<file path="src/rtl/birth_seq_ctrl.sv">
// birth_seq_ctrl: steps a 3-bit index (cnt) through an external
// birth-digit converter and drives a 7-segment display from the digit it
// returns.
//
// Each index is held for DIV clock cycles. The sequence can run in either
// direction, wrap continuously or make a single pass, be frozen with pause,
// and be restarted at any time with start.
//
// Ports:
//   clk        sole clock, rising edge
//   rst_n      asynchronous active-low reset
//   start      1-cycle begin/restart request (beats pause and step ticks)
//   pause      level, freezes sequencing while high
//   loop       level, 1 = wrap, 0 = one pass (looked at on step edges only)
//   dir        0 = ascending, 1 = descending (latched on accepted start)
//   cnt        registered index to the converter
//   birth_num  BCD digit from the converter for the current cnt
//   seg        registered active-low segments, gfedcba
//   busy       high in RUN or PAUSE
//   done       1-cycle pulse at the end of a one-pass sequence
module birth_seq_ctrl #(
  parameter int unsigned DIV = 25000000
) (
  input  logic       clk,
  input  logic       rst_n,
  input  logic       start,
  input  logic       pause,
  input  logic       loop,
  input  logic       dir,
  output logic [2:0] cnt,
  input  logic [3:0] birth_num,
  output logic [6:0] seg,
  output logic       busy,
  output logic       done
);

  localparam int unsigned PW = (DIV > 2) ? $clog2(DIV) : 1;
  localparam logic [PW-1:0] PRESC_MAX = PW'(DIV - 1);
  localparam logic [6:0] BLANK = 7'b111_1111;

  typedef enum logic [1:0] {IDLE, RUN, PAUSE, DONE} state_t;

  state_t        state, state_n;
  logic [PW-1:0] presc, presc_n;
  logic [2:0]    cnt_n;
  logic          dir_q, dir_n;
  logic          last;
  logic [6:0]    seg_dec;

  // The last index depends on the direction latched at start.
  assign last = dir_q ? (cnt == 3'd0) : (cnt == 3'd7);
  assign busy = (state == RUN) || (state == PAUSE);

  always_comb begin
    seg_dec = BLANK;
    case (birth_num)
      4'd0: seg_dec = 7'b100_0000;
      4'd1: seg_dec = 7'b111_1001;
      4'd2: seg_dec = 7'b010_0100;
      4'd3: seg_dec = 7'b011_0000;
      4'd4: seg_dec = 7'b001_1001;
      4'd5: seg_dec = 7'b001_0010;
      4'd6: seg_dec = 7'b000_0010;
      4'd7: seg_dec = 7'b101_1000;
      4'd8: seg_dec = 7'b000_0000;
      4'd9: seg_dec = 7'b001_0000;
      default: seg_dec = BLANK;
    endcase
  end

  always_comb begin
    state_n = state;
    cnt_n   = cnt;
    presc_n = presc;
    dir_n   = dir_q;
    if (start) begin
      dir_n   = dir;
      cnt_n   = dir ? 3'd7 : 3'd0;
      presc_n = '0;
      state_n = RUN;
    end else begin
      case (state)
        RUN: begin
          if (pause) begin
            state_n = PAUSE;
          end else if (presc == PRESC_MAX) begin
            presc_n = '0;
            if (last && !loop) begin
              state_n = DONE;
            end else begin
              // 3-bit arithmetic makes the wrap 7->0 / 0->7 implicit.
              cnt_n = dir_q ? cnt - 3'd1 : cnt + 3'd1;
            end
          end else begin
            presc_n = presc + PW'(1);
          end
        end
        PAUSE: if (!pause) state_n = RUN;
        DONE: begin
          state_n = IDLE;
          cnt_n   = 3'd0;
          presc_n = '0;
        end
        default: ;
      endcase
    end
  end

  // Display is refreshed from the converter every cycle outside IDLE.
  // Keying the blanking on the next state means seg is already blank on
  // the first IDLE cycle.
  always_ff @(posedge clk or negedge rst_n) begin
    if (!rst_n) begin
      state <= IDLE;
      cnt   <= 3'd0;
      presc <= '0;
      dir_q <= 1'b0;
      seg   <= BLANK;
      done  <= 1'b0;
    end else begin
      state <= state_n;
      cnt   <= cnt_n;
      presc <= presc_n;
      dir_q <= dir_n;
      seg   <= (state_n == IDLE) ? BLANK : seg_dec;
      done  <= (state_n == DONE);
    end
  end

endmodule

</file>
<file path="config.mk">
export PLATFORM = sky130hd
export DESIGN_NAME = birth_seq_ctrl
export DESIGN_NICKNAME = d
export VERILOG_FILES = /design/src/rtl/birth_seq_ctrl.sv
export SDC_FILE = /design/constraint.sdc
export NUM_CORES = 1
export LEC_CHECK = 0
export ABC_AREA = 1
export CAP_MARGIN = 40
export CELL_PAD_IN_SITES_DETAIL_PLACEMENT = 0
export CELL_PAD_IN_SITES_GLOBAL_PLACEMENT = 2
export CORE_ASPECT_RATIO = 0.5
export CORE_UTILIZATION = 34
export DETAILED_ROUTE_END_ITERATION = 8
export PLACE_DENSITY = 0.86
export SLEW_MARGIN = 20
export SYNTH_ARGS = -nofsm -noshare
export SYNTH_HDL_FRONTEND = slang
export SYNTH_SLANG_ARGS = --single-unit
</file>
<file path="constraint.sdc">
create_clock -name clk -period 1.7 [get_ports clk]
set_input_delay 0.17 -clock clk [delete_from_list [all_inputs] [get_ports clk]]
set_output_delay 0.17 -clock clk [all_outputs]
set_load 0.005 [all_outputs]
</file>
Word level (Yosys, flattened, before mapping):

Memory sizes are Yosys's and may differ from the RTL's.
Index checks and enable logic that the tools add are counted.

* $mul: 0
* add/sub/neg operators: 3
* bitwise logic cells: 0
* divide/modulo/power cells: 0
* reduce and logical (&&, ||, !) cells: 8
* eq/ne operators: 9
* muxes and demuxes: 19
* order comparisons: 0
* shifts and indexed selects: 0

Operators with widths (count)
* 25-bit 2-to-1 mux: 3
* 25-bit case mux with 2 select lines: 1
* 25-bit by 1-bit adder with 25-bit output, second input constant: 1
* 25-bit equality test, second input constant: 1
* 3-bit 2-to-1 mux: 6
* 2-bit 2-to-1 mux: 5
* 7-bit 2-to-1 mux: 1
* 2-bit equality test, second input constant: 3
* 3-bit != test, second input constant: 2
* 2-bit case mux with 3 select lines: 1
* 3-bit case mux with 2 select lines: 1
* 4-bit AND reduction: 1
* 3-bit by 1-bit adder with 3-bit output, second input constant: 1
* 3-bit equality test, second input constant: 1
* 3-bit logical NOT: 1
* 3-bit by 2-bit != test with 1-bit output, second input constant: 1
* 3-bit nonzero test: 1
* 3-bit by 1-bit subtractor with 3-bit output, second input constant: 1
* 2-bit by 1-bit equality test with 1-bit output, second input constant: 1
* 2-bit logical NOT: 1
* 2-bit AND reduction: 1
* 1-bit logical AND: 1
* 1-bit logical NOT: 1
* 1-bit logical OR: 1
* 1-bit 2-to-1 mux: 1

* register bits: 39
* memories: 1
* latch bits: 0
* memory bits (writable): 0
* output and inout port bits: 12
* bits of input ports: 10
* bits in read-only memories: 112
* logic and storage cells: 46

Memory list
* (name not given): depth 16, bits a word 7, read ports 1, clocked after Yosys merged registers in 0, wr ports 0, line 56 `case (birth_num)`

Longest topological paths before layout:

Gate-level depths: netlist of the first run.

* word-level depth: 10
* mapped depth: 13
* gate-level depth less buffers: 13

Least setup slack after synthesis of the first run:

Ideal clock, no wire load.

* path kind: reg2reg
* start point: reg state[1]
* end point: reg presc[5]
* cell stages (with the launch flop): 13
* path slack: 97 ps
* buffers on the path: 1
* arrival: 1532 ps
* path through: dfrtp_1 > inv_1 > ha_1 > inv_1 > o21ai_2 > nand2_4 > inv_2 > buf_4 > nor2_2 > inv_2 > o21ai_1 > nand2_1 > nor2_1

* word-level cells in the longest chain between the ends: 3

RTL lines
* from (decl): line 43 `state_t state, state_n;`
* from (signal assigned): line 121 `state <= state_n;`
* 2-bit equality test / 2-bit by 1-bit equality test with 1-bit output (equally long branches): line 82 `case (state)`
* 25-bit case mux with 2 select lines, or another cell as far along: line 82
* 25-bit 2-to-1 mux / 2-bit AND reduction (equally long branches)
* to (signal assigned): line 123 `presc <= presc_n;`
* to (decl): line 44 `logic [PW-1:0] presc, presc_n;`

Several ways; a longest one is shown, not always the timed one.
A chain may end at the register's enable or synchronous reset.

Worst setup path after layout of the first run:

* start point: reg state[0]
* end point: reg presc[20]

The elaborated chain is that of the path after synthesis.

==> results of run 1 <==
[flip-flops by register name (all words and copies together) (netlist names)]
| signal | flops |
|---|---|
| done | 1 |
| dir_q | 1 |
| presc | 25 |
| seg | 7 |
| cnt | 3 |
| state | 2 |
[report_power, final]
part           total [mW]  internal, mW  switching, mW  leakage [nW]
clock               0.980         0.586          0.393        0.0731
sequential           1.14          1.07         0.0775         0.507
combinational        1.08         0.517          0.568          1.05
total                3.21          2.17           1.04          1.63
[cells in the final DEF, fill, tap and decap left out, types with 5 or more instances in the layout]
cell type        count
nand2_1             56
buf_4               43
inv_1               41
dfrtp_1             31
nor2_1              26
nand2_2             19
clkdlybuf4s50_1     19
a21oi_1             17
nor3_1              16
nand3_1             15
inv_2               13
nand4_1             12
nor2_2               9
o21ai_0              9
xor2_1               8
nor2_4               7
o21ai_1              7
ha_1                 7
dfstp_2              7
clkbuf_16            5
[final cells by class]
cell class | count | area [um2]
Clock buffer | 6 | 138.9
Timing Repair Buffer | 66 | 556.8
Multi-Input combinational cell | 242 | 1486
Tap cell | 96 | 120.1
Clock inverter | 2 | 16.27
Inverter | 54 | 202.7
Fill cell | 705 | 3897
Sequential cell | 39 | 985.9
[worst max-delay path: cells and delay by family, from the launching register on]
kind	cells	cell delay, ns
AND/OR/NAND/NOR	6	0.65
flip-flops	1	0.38
buffers and inverters	2	0.21
AO/OA/AOI/OAI	2	0.20
adder cells (fa/ha/maj)	1	0.15
[metrics by stage]
stage / setup slack [ns] / area, um2
floorplan: 0.09693 / 2633
global placement: -0.03781 / 3166
detailed placement: -0.009739 / 3166
CTS: 0.009925 / 3417
global route: -0.1003 / 3507
finish: 0.02288 / 3507
[layer usage]
metal	wire length (um)	share of wire, %
met5	0	0
met2	3020	44
met3	339	4.9
met4	36	0.52
met1	3466	51
[worst max-delay path by stage]
stage          slack (ns)        end  startpoint
6_report             0.02  presc[20]    state[0]
5_1_grt             -0.10  presc[21]    presc[1]
4_1_cts              0.01  presc[20]    presc[0]
3_5_place_dp        -0.01   presc[2]       pause
3_3_place_gp        -0.04     seg[4]        loop
2_1_floorplan         0.1   presc[5]    state[1]
[logic make-up (layout without fill, tap and decap cells)]
family / count (synthesis) / in the layout / share of synthesized area [%]
flops: 39 / 39 / 37.41
xor+xnor: 9 / 9 / 2.994
buf+inv: 58 / 128 / 9.125
simple gates: 174 / 174 / 34.36
compound gates: 49 / 49 / 11.07
fa+ha+maj: 10 / 10 / 5.038
[timing repair]
action | CTS | global route
resized for setup | 10 | 13
setup buffers | 6 | 7
pin swaps | 9 | 14
setup endpoints to repair | 2 | 27
hold buffers | 1 | 0
hold endpoints to repair | 32 | 0
==> key figures, run 1 <==
Floorplanning
  • # IOs: 22
  • Core area: approximately 7400 um2
  • Die extent in y: around 64 um
  • Die Span X: 126.4 um
  • Initial core utilization: 35.55%
  • Die ar.: 8120 um2
  • Row Count: 22

Layout
  • Non-filler cells, final: 505
  • Antenna fix cells: 0
  • Share of cells above drive strength 1: 31.05%
  • Layout Nets: 428
  • Fin util: between 40% and 50%
  • Layout area overhead: 33.22%

Clock network
  • Worst-skew pair later-pin latency: 0.29 ns
  • Sink Count: 39
  • H-tree lvl count: 2
  • Worst-path clk slew: 0.06 ns
  • TritonCTS buffer count: 5
  • CTS Buffer Depth: 2
  • Root buffer cell: clkbuf_16
  • TritonCTS clock tree: yes

Global routing
  • Total GRT Usage: 18.66%
  • Gr busiest metal: met2
  • Gr ovfl total: 0
  • Met2 usage: 29.77%
  • Met1 usage: 26.05%
  • GR Util met3: under 10%
  • Largest net degree at the start of global routing: 40
  • Vias in the first global route: between 2000 and 2500
  • Antenna violations before repair: 0
  • First-pass GRT wire length: 11920 um

Placement
  • Gpl congestion: between 0.8 and 0.9
  • Port Buffers: 21
  • Hpwl dp: roughly 5200 um
  • Inst Count DP: 483

Timing
  • Part of the cycle the worst path needs: approximately 99%
  • Max frequency: 0.5963 GHz
  • Slew Limit Fails: 0
  • Worst Clk Skew: 0.01070 ns
  • Slew HR: around two thirds
  • Final TNS setup: 0 ns
  • Final Hold Viols: 0
  • Minimum clock period after layout: 1.677 ns
  • Hold Slack: 0.4742 ns
  • RSZ-0062 raised after global routing: true
  • Worst-margin pin slew: 0.5050 ns
  • Final number of setup-violating endpoints: 0

Setup path
  • Max stage delay cell, worst path: dfrtp_1
  • CP startpoint kind: flip-flop
  • Worst Path Max Fanout: 5
  • RR Endpoint: presc[20]
  • CP dominant cell by count: nand2_4
  • Critical Path RT: 1.91 ns
  • WP data arrival: 1.89 ns
  • Setup CP Type: reg -> reg
  • Crit end category: flip-flop
  • Reg2reg start: state[0]
  • R2r setup slk: 0.02 ns
  • FF-to-FF path depth: 11
  • Slowest stage delay, CP: roughly 0.38 ns
  • CP cell instances: buf_4, ha_4, inv_2, o21ai_4, nand2_4, nand2_4, nor2_4, nand4_4, o21ai_2, nand2_1, nor2_2

Synthesis
  • Top-count cell post-synth: nand2_1
  • Async S/R FF share, synth: 100.0%
  • Seq/Total Area, Yosys: 37.40%
  • Synth unique cells: 40
  • Yosys reg bits: 39
  • Post-synth top area share: between 30% and 40%
  • Mean Syn Cell Area: a little under 8 um2
  • Commonest cells in the netlist: nand2_1, inv_1, dfrtp_1
  • Synth area leaders: dfrtp_1, nand2_1, dfstp_2
  • Post-synth EDFFs: 0
  • Synth warnings: 0
  • Synth area leader: dfrtp_1
  • Mapped Cells: 339
  • Post-synthesis cell area: 2633 um2
  • Most used flip-flop cell after synthesis: dfrtp_1
  • Syn_nets: about 360

Status
  • Outcome: completed

Route
  • WL/cell: 13.59 um
  • DRT antenna net count: 0
  • Initial DRC count: roughly 160
  • Drt drc: 0
  • 1st-pass router iterations: 4
  • Routed Wire Length: 6862 um
  • Via count: 2447
  • Vias/cell: 4.846

Worst hold path
  • Worst Hold Class: in -> async

Flow run
  • Max-cap viol count: 0

Power
  • Lkg Pwr: 1.629 nW
  • Tot Pwr: 3.207 mW
  • Power per cell area: slightly above 900 nW/um2
  • Max VDD drop: a little over 0.0005 V
Note: power is estimated with default switching activity, not from simulation.
==> run 2: changes to the inputs <==
Settings changed: PLACE_DENSITY 0.86 to unset, PLACE_DENSITY_LB_ADDON set to 0.1.
==> run 2 against run 1 <==
Effect of this change: sequential cell count did not move; critical path depth unchanged; setup slack improved by 0.033 ns; die area is the same; maximum frequency grew 2.0%; clock power increased by 15%; final cell count rose by 1.2%; largest power group unchanged; highest routed layer unchanged.
==> key figures, run 2 (synthesis gave the netlist of run 1 again) <==
Setup path
  • CP cell instances: inv_1, nand2_4, nor2_2, nand2_2, nor2_4, nand2_4, a21oi_4, inv_2, nand2_2, nand3_2, and2_1
  • CP Depth: 11 (unchanged)
  • CP startpoint kind: flip-flop
  • RR Endpoint: presc[14]
  • Crit path from: presc[7]
  • Critical path's top delay family: simple AND/OR/NAND/NOR gates
  • Crit end category: flip-flop
  • Worst Path Max Fanout: 6 (+1)
  • Critical Path RT: 1.89 ns (-0.02 ns)
  • WP data arrival: 1.83 ns (-0.06 ns)
  • Worst path bufs/invs: 2 (unchanged)
  • Reg2reg start: presc[7]
  • Setup CP Type: reg -> reg
  • Crit path to: presc[14]
  • Max stage delay cell, worst path: dfrtp_1
  • R2r setup slk: 0.06 ns (+0.03 ns)
  • Slowest stage delay, CP: 0.37 ns (about the same)
  • FF-to-FF path depth: 11 (unchanged)

Route
  • Vias/cell: 4.771 (-1.5%)
  • Via count: 2438 (-0.37%)
  • Drt drc: 0 (unchanged)
  • WL/cell: 13.96 um (+2.8%)
  • Routed Wire Length: 7135 um (+4.0%)
  • Initial DRC count: 68 (-58%)
  • 1st-pass router iterations: 4 (unchanged)
  • DRT antenna net count: 0 (unchanged)

Timing
  • Slew Limit Fails: 0 (unchanged)
  • Final Hold Viols: 0 (unchanged)
  • Part of the cycle the worst path needs: 96.72% (-1.9 points)
  • Minimum clock period after layout: 1.644 ns (-0.03281 ns)
  • Final WS setup: 0.05569 ns (+0.03281 ns)
  • RSZ-0062 raised after global routing: true
  • Final number of setup-violating endpoints: 0 (unchanged)
  • Worst Clk Skew: 0.01016 ns (-0.0005352 ns)
  • Worst-margin pin slew: 0.5307 ns (+0.02570 ns)
  • Max frequency: 0.6082 GHz (+2.0%)
  • Slew HR: 64.62% (-1.7 points)

Global routing
  • Largest net degree at the start of global routing: 40 (unchanged)
  • Gr ovfl total: 0 (unchanged)
  • Total GRT Usage: 19.46% (+0.80 points)
  • Antenna violations before repair: 0 (unchanged)
  • First-pass GRT wire length: 12050 um (+1.1%)
  • Met2 usage: 31.42% (+1.7 points)
  • Vias in the first global route: 2479 (+0.81%)
  • Gr busiest metal: met2
  • GR Util met3: 5.444% (+1.0 points)
  • Met1 usage: 25.47% (-0.59 points)

Placement
  • Port Buffers: 21 (unchanged)
  • Hpwl dp: 5572 um (+6.2%)
  • Gpl congestion: 0.8372 (-2.8%)
  • Dpl ws: -0.01808 ns (-0.008336 ns)
  • Inst Count DP: 489 (+1.2%)

Power
  • Psw: 1.047 mW (+0.84%)
  • Power per cell area: 946.7 nW/um2 (+3.5%)
  • Seq pwr share: 33.8% (-1.8 points)
  • Logic pwr share: 32.8% (-1.0 points)
  • Clk pwr share: 33.4% (+2.8 points)
  • Max VDD drop: 0.0004501 V (-13%)
  • Lkg Pwr: 1.659 nW (+1.8%)
  • Tot Pwr: 3.369 mW (+5.0%)
  • Sw Ratio: 31.09% (-1.3 points)
  • Power Internal: 2.321 mW (+7.1%)

Layout
  • Commonest non-fill, non-tap cell in the layout: nand2_1
  • Antenna fix cells: 0 (unchanged)
  • Area occupied by multi-input gates: 1485 um2 (about the same)
  • Max FFs per register: 25 (unchanged)
  • Filler Cells Inserted: 744 (+5.5%)
  • Non-filler cells, final: 511 (+1.2%)
  • Layout area overhead: 35.17%
  • Layout Nets: 434 (+1.4%)
  • Top reg by flops: presc
  • Register Area: 987.2 um2 (+0.13%)
  • Top Registers: presc (25), seg (7), cnt (3)
  • Share of cells above drive strength 1: 32.53% (+1.5 points)
  • Most frequent cells in the layout: nand2_1, buf_4, inv_1

Clock network
  • CTS Buffer Depth: 2 (unchanged)
  • Worst-path clk slew: 0.06 ns (about the same)
  • H-tree lvl count: 2 (unchanged)
  • Root buffer cell: clkbuf_16
  • Sink Count: 39 (unchanged)
  • Worst-skew pair later-pin latency: 0.29 ns (about the same)
  • TritonCTS buffer count: 5 (unchanged)
  • TritonCTS clock tree: yes

Status
  • Outcome: completed

Worst hold path
  • Worst Hold Class: in -> async

Flow run
  • Max-cap viol count: 0 (unchanged)

Floorplanning
  • Core area: 7405 um2 (unchanged)
  • Initial core utilization: 35.55% (unchanged)
  • Die Span X: 126.4 um (unchanged)
  • Row Count: 22 (unchanged)
  • Die ar.: 8120 um2 (unchanged)
  • Die extent in y: 64.22 um (unchanged)
  • # IOs: 22 (unchanged)
run 2: cell types whose count changed in the layout (fill, tap and decap cells not counted), sizes merged:
cell      change
buf           +6
bufinv        +1
clkinvlp      -1
run 2: how the worst min path moves through the flow:
stage	endpoint	slack, ns	start
after floorplan	cnt[0]	-0.13	rst_n
after global placement	presc[5]	0.26	rst_n
after detailed placement	presc[5]	0.27	rst_n
after CTS	dir_q	0.48	dir
after global routing	dir_q	0.50	dir
final	presc[5]	0.47	rst_n
run 2: metrics by stage:
step | hold WS [ns] | TNS, ns | area, um2 | utilization, %
finish | 0.4718 | 0 | 3558 | 48.06
global placement | 0.2646 | -0.3985 | 3198 | 43.19
floorplan | -0.1256 | 0 | 2633 | -
global route | 0.5042 | -0.7710 | 3558 | 48.06
CTS | 0.4820 | 0 | 3381 | 45.66
detailed placement | 0.2744 | -0.09836 | 3198 | 43.19
run 2: repair_timing:
| item | in CTS | in global routing |
|---|---|---|
| setup endpoints to repair | 1 | 31 |
| pin swaps | 0 | 17 |
| hold buffers | 1 | 0 |
| resized for setup | 1 | 28 |
| endpoints found under the hold margin | 32 | 0 |
| buffers inserted | 0 | 13 |
run 2: final cells by class:
cell class	instances	share of cell area (%)
flip-flops and latches	39	27.74
inverters	54	5.696
clock inverters	2	0.9845
well taps	96	3.376
repair buffers	72	16.56
clock buffers	6	3.903
multi-input cells	242	41.74
run 2: routing by layer:
metal | part of all wire (%) | up-vias
met3 | 4.6 | 8
met5 | 0 | -
met4 | 0.95 | 0
met2 | 45 | 30
li1 | - | 1243
met1 | 50 | 1157
run 2: worst reg2reg max path, delay by kind of cell, from the launching register on:
| family | cells | cell delay (ns) |
|---|---|---|
| compound gates | 1 | 0.16 |
| simple gates | 8 | 0.84 |
| flops | 1 | 0.37 |
| buf+inv | 2 | 0.17 |
run 2: power groups by stage:
| stage | Combinational, mW | Sequential (mW) | Clock (mW) |
|---|---|---|---|
| floorplan | 0.555 | 1.17 | 0 |
| detailed placement | 1.04 | 1.16 | 0 |
| CTS | 1.04 | 1.14 | 1.15 |
| finish | 1.10 | 1.14 | 1.13 |
| global placement | 1.04 | 1.15 | 0 |
| global route | 1.25 | 1.16 | 1.20 |
==> run 3: changes to the inputs <==
Settings changed: CORE_ASPECT_RATIO 0.5 to unset, SKIP_CTS_REPAIR_TIMING set to 1.
==> run 3 against run 2 <==
Effect of this change: via count up 0.74%; non-clock buffer count fell by 1; combinational power about the same; largest power group unchanged; power decreased by 13%; wire length is 0.48% higher; critical endpoint unchanged.
==> key figures, run 3 (synthesis gave the netlist of run 1 again) <==
Layout
  • Top Registers: presc (25), seg (7), cnt (3)
  • Commonest non-fill, non-tap cell in the layout: nand2_1
  • Layout Nets: 433 (-0.23%)
  • Most frequent cells in the layout: nand2_1, buf_4, inv_1
  • Layout area overhead: 33.89%
  • Share of cells above drive strength 1: 33.09% (+0.56 points)
  • Fin util: 47.83% (-0.23 points)
  • Post-route cell area: 3525 um2 (-0.95%)
  • Max FFs per register: 25 (unchanged)
  • Filler Cells Inserted: 729 (-2.0%)
  • Top reg by flops: presc
  • Antenna fix cells: 0 (unchanged)

Placement
  • Gpl congestion: 0.9187 (+9.7%)
  • Hpwl dp: 5607 um (+0.63%)
  • Port Buffers: 21 (unchanged)
  • Area post-placement: 3257 um2 (+1.8%)

Setup path
  • Crit end category: flip-flop
  • CP dominant cell by count: nand2_4
  • Setup CP Type: reg -> reg
  • CP cell instances: ha_2, nand2_2, inv_2, nand2_4, nor2_4, nand2_4, a21oi_4, inv_2, nand2_4, nand3_2, and2_4
  • Critical Path RT: 1.90 ns (about the same)
  • Max stage delay cell, worst path: dfrtp_1
  • Worst Path Max Fanout: 4 (-2)
  • CP startpoint kind: flip-flop
  • Critical path's top delay family: simple AND/OR/NAND/NOR gates
  • WP data arrival: 1.87 ns (+0.04 ns)
  • Slowest stage delay, CP: 0.37 ns (about the same)
  • Worst path bufs/invs: 2 (unchanged)

Timing
  • Part of the cycle the worst path needs: 97.98% (+1.3 points)
  • Max frequency: 0.6003 GHz (-1.3%)
  • Minimum clock period after layout: 1.666 ns (+0.02140 ns)
  • Worst Clk Skew: 0.006226 ns (-0.003936 ns)
  • Slew Limit Fails: 0 (unchanged)
  • RSZ-0062 raised after global routing: true
  • Final Hold Viols: 0 (unchanged)
  • Final number of setup-violating endpoints: 0 (unchanged)
  • Worst-margin pin slew: 0.5350 ns (+0.004320 ns)
  • Slew HR: 64.33% (-0.29 points)
  • Hold Slack: 0.3801 ns (-0.09175 ns)

Floorplanning
  • Die extent in y: 89.99 um (+40%)
  • Die ar.: 8098 um2 (-0.27%)
  • # IOs: 22 (unchanged)
  • Initial core utilization: 35.72% (+0.17 points)
  • Row Count: 31 (+41%)
  • Die Span X: 89.99 um (-29%)
  • Core area: 7370 um2 (-0.47%)

Status
  • Outcome: completed

Route
  • Initial DRC count: 120 (+76%)
  • WL/cell: 13.97 um (about the same)
  • DRT antenna net count: 0 (unchanged)
  • Vias/cell: 4.788 (+0.35%)
  • 1st-pass router iterations: 5 (+1)
  • Drt drc: 0 (unchanged)
  • Via count: 2456 (+0.74%)
  • Routed Wire Length: 7169 um (+0.48%)

Global routing
  • Total GRT Usage: 18.58% (-0.88 points)
  • Antenna violations before repair: 0 (unchanged)
  • Gr ovfl total: 0 (unchanged)
  • First-pass GRT wire length: 11840 um (-1.7%)
  • Largest net degree at the start of global routing: 21 (-48%)
  • Vias in the first global route: 2332 (-5.9%)

Clock network
  • CTS Buffer Depth: 2 (unchanged)
  • H-tree lvl count: 2 (unchanged)
  • TritonCTS buffer count: 5 (unchanged)
  • Sink Count: 39 (unchanged)
  • Worst-skew pair later-pin latency: 0.30 ns (about the same)
  • Worst-path clk slew: 0.09 ns (+0.03 ns)
  • Root buffer cell: clkbuf_8
  • TritonCTS clock tree: yes

Flow run
  • Max-cap viol count: 0 (unchanged)

Power
  • Max VDD drop: 0.0004990 V (+11%)
  • Lkg Pwr: 1.622 nW (-2.2%)
  • Power per cell area: 830.1 nW/um2 (-12%)
  • Tot Pwr: 2.926 mW (-13%)

Worst hold path
  • Worst Hold Class: in -> async
==> run 3: per-layer routing <==
layer	up-vias	global-route usage [%]	share of wire, %
li1	1247	-	-
met1	1143	24.31	47
met2	55	31.54	48
met3	11	2.792	3.2
met4	0	5.914	1.7
met5	-	0	0
==> run 3: through the flow <==
step                worst slack, ns   TNS, ns  std cells
floorplan                   0.09693         0        339
global placement           -0.02831  -0.02831        496
detailed placement          0.03324         0        496
CTS                         -0.1359   -0.1359        504
global route               -0.06269   -0.5976        513
finish                      0.03429         0        513
==> run 3: power breakdown <==
group          internal (mW)  switching [mW]  total [mW]
logic                  0.551           0.569        1.12
clock network          0.286           0.375       0.661
registers               1.06          0.0804        1.14
==> run 3: cell type report <==
class | count | area, um2 | area share (%)
Sequential cell | 39 | 985.9 | 27.97
Timing Repair Buffer | 71 | 618.1 | 17.54
Inverter | 54 | 205.2 | 5.822
Clock inverter | 3 | 20.02 | 0.5680
Tap cell | 99 | 123.9 | 3.514
Clock buffer | 5 | 68.82 | 1.952
Multi-Input combinational cell | 242 | 1503 | 42.63
==> run 3: final timing paths <==
check                         start   endpoint  slack, ns  cells past startpoint
max in group asynchronous     rst_n     seg[5]       0.74                      3
max                        presc[0]  presc[14]       0.03                     11
min in group clk                dir      dir_q       0.44                      3
min reg2reg                  cnt[0]     cnt[0]       0.55                      2
max reg2reg                presc[0]  presc[14]       0.03                     11
min                           rst_n  presc[12]       0.38                      2
